### config.mk
export PLATFORM = sky130hd
export DESIGN_NAME = gray_position_tracker
export DESIGN_NICKNAME = d
export VERILOG_FILES = /design/src/rtl/gray_position_tracker.sv
export SDC_FILE = /design/constraint.sdc
export NUM_CORES = 1
export LEC_CHECK = 0
export ABC_AREA = 1
export CAP_MARGIN = 20
export CORE_UTILIZATION = 40
export DETAILED_ROUTE_END_ITERATION = 10
export GPL_ROUTABILITY_DRIVEN = 0
export HOLD_SLACK_MARGIN = 0.15
export SYNTH_ARGS = -nofsm -noshare
export SYNTH_HDL_FRONTEND = slang
export SYNTH_SLANG_ARGS = --single-unit
### constraint.sdc
create_clock -name clk -period 4.6 [get_ports clk]
set_input_delay 1.38 -clock clk [delete_from_list [all_inputs] [get_ports clk]]
set_output_delay 1.38 -clock clk [all_outputs]
set_load 0.005 [all_outputs]
### src/rtl/gray_position_tracker.sv
// Gray position tracker: synchronise, debounce and decode a Gray code, then classify steps and keep a position count.
// Latency: outputs update STABLE_CYCLES+2 edges after gray_in changes. No backpressure: the block always accepts its input.
module gray_position_tracker #(
  parameter int WIDTH         = 4,
  parameter int STABLE_CYCLES = 3,
  parameter int CNT_W         = 8
) (
  input  logic             clk,
  input  logic             rst_n,
  input  logic [WIDTH-1:0] gray_in,
  input  logic             clr,
  output logic [WIDTH-1:0] bin_out,
  output logic             bin_valid,
  output logic             step_up,
  output logic             step_dn,
  output logic             err,
  output logic             err_sticky,
  output logic [CNT_W-1:0] pos_count
);

  localparam int SC_W = $clog2(STABLE_CYCLES + 1);
  typedef logic [SC_W-1:0] sc_t;
  localparam sc_t SC_MAX = sc_t'(STABLE_CYCLES);

  typedef enum logic {ST_INIT, ST_TRACK} state_t;

  state_t           state;
  logic [WIDTH-1:0] sync1, sync2, cand;
  logic [1:0]       sync_vld;
  logic             cand_vld;
  sc_t              cnt, cnt_nxt;
  logic             chg, accept;
  logic [WIDTH-1:0] new_bin, delta;

  // sync_vld marks when sync2 holds a real sample, so the first code after reset
  // is counted from the edge it leaves the synchroniser, like any later change.
  always_comb begin
    chg = !cand_vld || (sync2 != cand);
    if (chg)
      cnt_nxt = sc_t'(1);
    else if (cnt == SC_MAX)
      cnt_nxt = SC_MAX;
    else
      cnt_nxt = cnt + sc_t'(1);
    accept = sync_vld[1] && (cnt_nxt == SC_MAX) && (chg || (cnt != SC_MAX));

    new_bin = '0;
    new_bin[WIDTH-1] = sync2[WIDTH-1];
    for (int i = WIDTH-2; i >= 0; i--)
      new_bin[i] = new_bin[i+1] ^ sync2[i];
    delta = new_bin - bin_out;
  end

  always_ff @(posedge clk or negedge rst_n) begin
    if (!rst_n) begin
      sync1    <= '0;
      sync2    <= '0;
      sync_vld <= '0;
      cand     <= '0;
      cand_vld <= 1'b0;
      cnt      <= '0;
    end else begin
      sync1    <= gray_in;
      sync2    <= sync1;
      sync_vld <= {sync_vld[0], 1'b1};
      if (sync_vld[1] && chg) begin
        cand     <= sync2;
        cand_vld <= 1'b1;
      end
      // clr restarts the stability run so re-entry into INIT needs a fresh stable period
      if (clr)
        cnt <= '0;
      else if (sync_vld[1])
        cnt <= cnt_nxt;
    end
  end

  always_ff @(posedge clk or negedge rst_n) begin
    if (!rst_n) begin
      state      <= ST_INIT;
      bin_out    <= '0;
      bin_valid  <= 1'b0;
      step_up    <= 1'b0;
      step_dn    <= 1'b0;
      err        <= 1'b0;
      err_sticky <= 1'b0;
      pos_count  <= '0;
    end else begin
      step_up <= 1'b0;
      step_dn <= 1'b0;
      err     <= 1'b0;
      if (clr) begin
        state      <= ST_INIT;
        bin_valid  <= 1'b0;
        err_sticky <= 1'b0;
        pos_count  <= '0;
      end else if (accept) begin
        bin_out <= new_bin;
        case (state)
          ST_INIT: begin
            bin_valid <= 1'b1;
            state     <= ST_TRACK;
          end
          ST_TRACK: begin
            if (delta == WIDTH'(1)) begin
              step_up   <= 1'b1;
              pos_count <= pos_count + CNT_W'(1);
            end else if (delta == {WIDTH{1'b1}}) begin
              step_dn   <= 1'b1;
              pos_count <= pos_count - CNT_W'(1);
            end else if (delta != '0) begin
              err        <= 1'b1;
              err_sticky <= 1'b1;
            end
          end
          default: state <= ST_INIT;
        endcase
      end
    end
  end

endmodule
==> summary.md <==
| Metric | Value |
|---|---|
| Result of the run | `finished clean` |
| DRC marker count from the first detailed-route iteration | `107` |
| Remaining global-route overflow | `0` |
| Relative slew margins | `49.1%` |
| Post-route cell area | `2210 um2` |
| Least-Margin Pin Slew | `763 ps` |
| Remaining DRCs | `0` |
| Peak supply drop | `0.188 mV` |
| Max Fanout on Critical Path | `12` |
| Power Total | `0.635 mW` |
| Clock latency of the later-clocked register in the worst-skew pair | `290 ps` |
| Wirelength, routed | `3330 um` |
| Synthesized flop and latch total | `35` |
| Antenna diode instance count | `0` |
| Min Hold Slack | `345 ps` |
| Die X-Extent | `69.9 um` |
| Die boundary height | `69.9 um` |
| Final antenna-violating net count | `0` |
| Detail-routed net length per standard cell | `11.4 um` |
| Input/output buffers | `23` |
| Count of distinct cell types in the synthesized netlist | `28` |
| TritonCTS clock tree | `done` |
| Buffers inserted during post-CTS setup optimization | `0` |
| Mapped cell area | `1840 um2` |
| Total global routing track utilization | `16.2%` |
| Class of the worst hold path | `register to register` |
| Pwr per Cell Area | `287 nW/um2` |
| Cell type with the largest total area after synthesis | `sky130_fd_sc_hd__dfrtp_1` |
| Worst Setup Path Type | `register to register` |
| Area fraction in compound gates after synthesis | `8.29%` |
| Number of enable-type register cells in the synthesized netlist | `0` |
| CP startpoint kind | `register` |
| Post_cts resized | `0` |
| Required @ worst endpoint | `4770 ps` |
| Clock buffer depth | `2` |
| Biggest area contributors in the synthesized netlist | `sky130_fd_sc_hd__dfrtp_1, sky130_fd_sc_hd__nand2_1, sky130_fd_sc_hd__inv_1` |
| Area of the die | `4880 um2` |
| Static leakage | `1.09 nW` |
| Cells after synthesis | `211` |
| Count of hold-fix buffers inserted at cts | `0` |
| Area growth, synth to finish | `20.1%` |
| XOR/XNOR share of the synthesized area | `4.14%` |
| Fraction of the mapped netlist area in simple logic gates | `24.7%` |
| Portion of netlist area occupied by mux cells | `0%` |
| Placed wire-length estimate after detailed placement | `2440 um` |
| Net count, final | `258` |
| Unrepaired setup endpoints after global routing | `no` |
| Maximum number of pins on one net before global-route repair | `36` |
| Most frequent standard cell in the layout excluding fill and tap cells | `sky130_fd_sc_hd__nand2_1` |
| Total clock buffers created by CTS | `5` |
| Mean post-synth cell area | `8.73 um2` |
| Net Count, Synth | `229` |
| Setup crit end kind | `register` |
| Adder-Cell Fraction of Synth Area | `8.29%` |
| Initial Utilization | `42.0%` |
| Filler Cell Count | `430` |
| Final-report setup violation count | `0` |
| Post-Route Setup TNS | `0 ps` |
| Root buffer cell | `sky130_fd_sc_hd__clkbuf_8` |
| Period minus WS final | `3710 ps` |
| Cell Rows | `24` |
| Share of layout cells above drive strength 1 | `8.30%` |
| Largest family of logic cells by synthesized area | `simple AND/OR/NAND/NOR gates` |
| Part of the cycle the worst path needs | `80.7%` |
| Slew Limit Fails | `0` |
| Top flip-flop cell by instance count after synthesis | `sky130_fd_sc_hd__dfrtp_1` |
| Post-CTS clock slew at the launch and capture registers of the worst setup and hold paths | `80 ps` |
| Number of warning messages in the yosys log | `0` |
| Most frequent cells in the layout | `sky130_fd_sc_hd__nand2_1, sky130_fd_sc_hd__dfrtp_1, sky130_fd_sc_hd__inv_1` |
| Drt first pass iters | `4` |
| Number of antenna violations at the first check in global routing | `0` |
| Via count of the first global-routing pass | `1433` |
| First-pass GRT wire length | `6170 um` |
| Area fraction of the dominant cell type after synthesis | `47.6%` |
| Share of synthesized area occupied by flip-flops and latches | `47.6%` |
| Std-Cell Core Area | `4380 um2` |
| Drt via density | `4.84` |
| Total I/O pin count | `24` |
| Post-synthesis async set-or-reset flop share | `100%` |
| H-tree depth | `2` |
| Fmax | `0.269 GHz` |
| Clock Sink Count | `35` |
| Number of max-capacitance violations reported | `0` |
| Number of hold-slack violations in the final timing report | `0` |
| Clock tree skew after final layout | `9.34 ps` |
| Standard cell area after detailed placement | `2130 um2` |
| Arrival @ worst endpoint | `3890 ps` |
| Via count of the routed design | `1418` |
## worst max-delay path, stage by stage, from the launching register on
cell	delay, ps
sky130_fd_sc_hd__dfrtp_1	430
sky130_fd_sc_hd__xor2_2	260
sky130_fd_sc_hd__xor2_2	260
sky130_fd_sc_hd__xor2_1	160
sky130_fd_sc_hd__inv_1	80
sky130_fd_sc_hd__ha_1	210
sky130_fd_sc_hd__fa_1	500
sky130_fd_sc_hd__inv_1	40
sky130_fd_sc_hd__nor2_1	310
sky130_fd_sc_hd__nand3_4	220
sky130_fd_sc_hd__ha_1	390
sky130_fd_sc_hd__inv_1	90
sky130_fd_sc_hd__o21bai_1	80
sky130_fd_sc_hd__nand2_1	80
sky130_fd_sc_hd__nand3_1	70
sky130_fd_sc_hd__or2_2	280
sky130_fd_sc_hd__nand3_1	80
sky130_fd_sc_hd__nand2_1	50
## cells in the mapped netlist (2+ instances only)
cell type / n
sky130_fd_sc_hd__inv_1: 31
sky130_fd_sc_hd__nand3_1: 18
sky130_fd_sc_hd__nand2_1: 53
sky130_fd_sc_hd__ha_1: 9
sky130_fd_sc_hd__nand3b_1: 2
sky130_fd_sc_hd__nand4_1: 5
sky130_fd_sc_hd__nand2_2: 2
sky130_fd_sc_hd__xnor2_1: 2
sky130_fd_sc_hd__fa_1: 2
sky130_fd_sc_hd__o21ai_0: 13
sky130_fd_sc_hd__xor2_1: 3
sky130_fd_sc_hd__dfrtp_1: 35
sky130_fd_sc_hd__xor2_2: 2
sky130_fd_sc_hd__nor2_1: 13
sky130_fd_sc_hd__a21oi_1: 8
## worst paths after layout
path	cells past startpoint	startpoint	endpoint	slack, ps
setup / recovery	17	sync2[3]	pos_count[6]	890
hold / removal	0	sync1[3]	sync2[3]	350
setup reg to reg	17	sync2[3]	pos_count[6]	890
hold reg to reg	0	sync1[3]	sync2[3]	350
max in group asynchronous	1	rst_n	cnt[1]	2950
min in group asynchronous	1	rst_n	bin_out[0]	1160
## registers in the layout, summed over array words and instances (netlist names)
register and cells:
pos_count 8, bin_out 4, cand 4, sync1 4, sync2 4, cnt 2
sync_vld 2, bin_valid 1, cand_vld 1, err 1, err_sticky 1, state 1
step_dn 1, step_up 1
## report_power, final
group          leakage, nW  switching, mW  internal (mW)
combinational        0.604         0.0587         0.0332
sequential           0.447        0.00826          0.319
clock               0.0412          0.110          0.106
total                 1.09          0.177          0.458
## layer usage
layer | part of all wire, % | wire length, um | track usage (%)
met5 | 0 | 0 | 0
met4 | 2.1 | 69 | 7.56
met3 | 4.2 | 140 | 4.76
met2 | 44 | 1480 | 25.4
met1 | 49 | 1640 | 20.7
## kinds of logic after synthesis
| group | after synthesis |
|---|---|
| adders and majority gates | 11 |
| DFF | 35 |
| AOI/OAI and AO/OA | 26 |
| buffers and inverters | 33 |
| and+or+nand+nor | 98 |
| other | 1 |
| xor gates and xnor gates | 7 |
## stage by stage
stage	worst slack [ps]	cells	utilization, %
2_1_floorplan	1190	211	-
5_1_grt	487	293	50.5
3_3_place_gp	991	285	48.5
6_report	887	293	50.5
3_5_place_dp	897	285	48.5
4_1_cts	866	293	50.5
## layout make-up
class / instances / area [um2] / area share, %
Multi-Input combinational cell: 143 / 841 / 38.0
Sequential cell: 35 / 876 / 39.6
Inverter: 32 / 120 / 5.43
Timing Repair Buffer: 23 / 225 / 10.2
Tap cell: 52 / 65.1 / 2.94
Clock buffer: 6 / 72.6 / 3.28
Clock inverter: 2 / 12.5 / 0.566
Note: power is estimated with default switching activity, not from simulation.
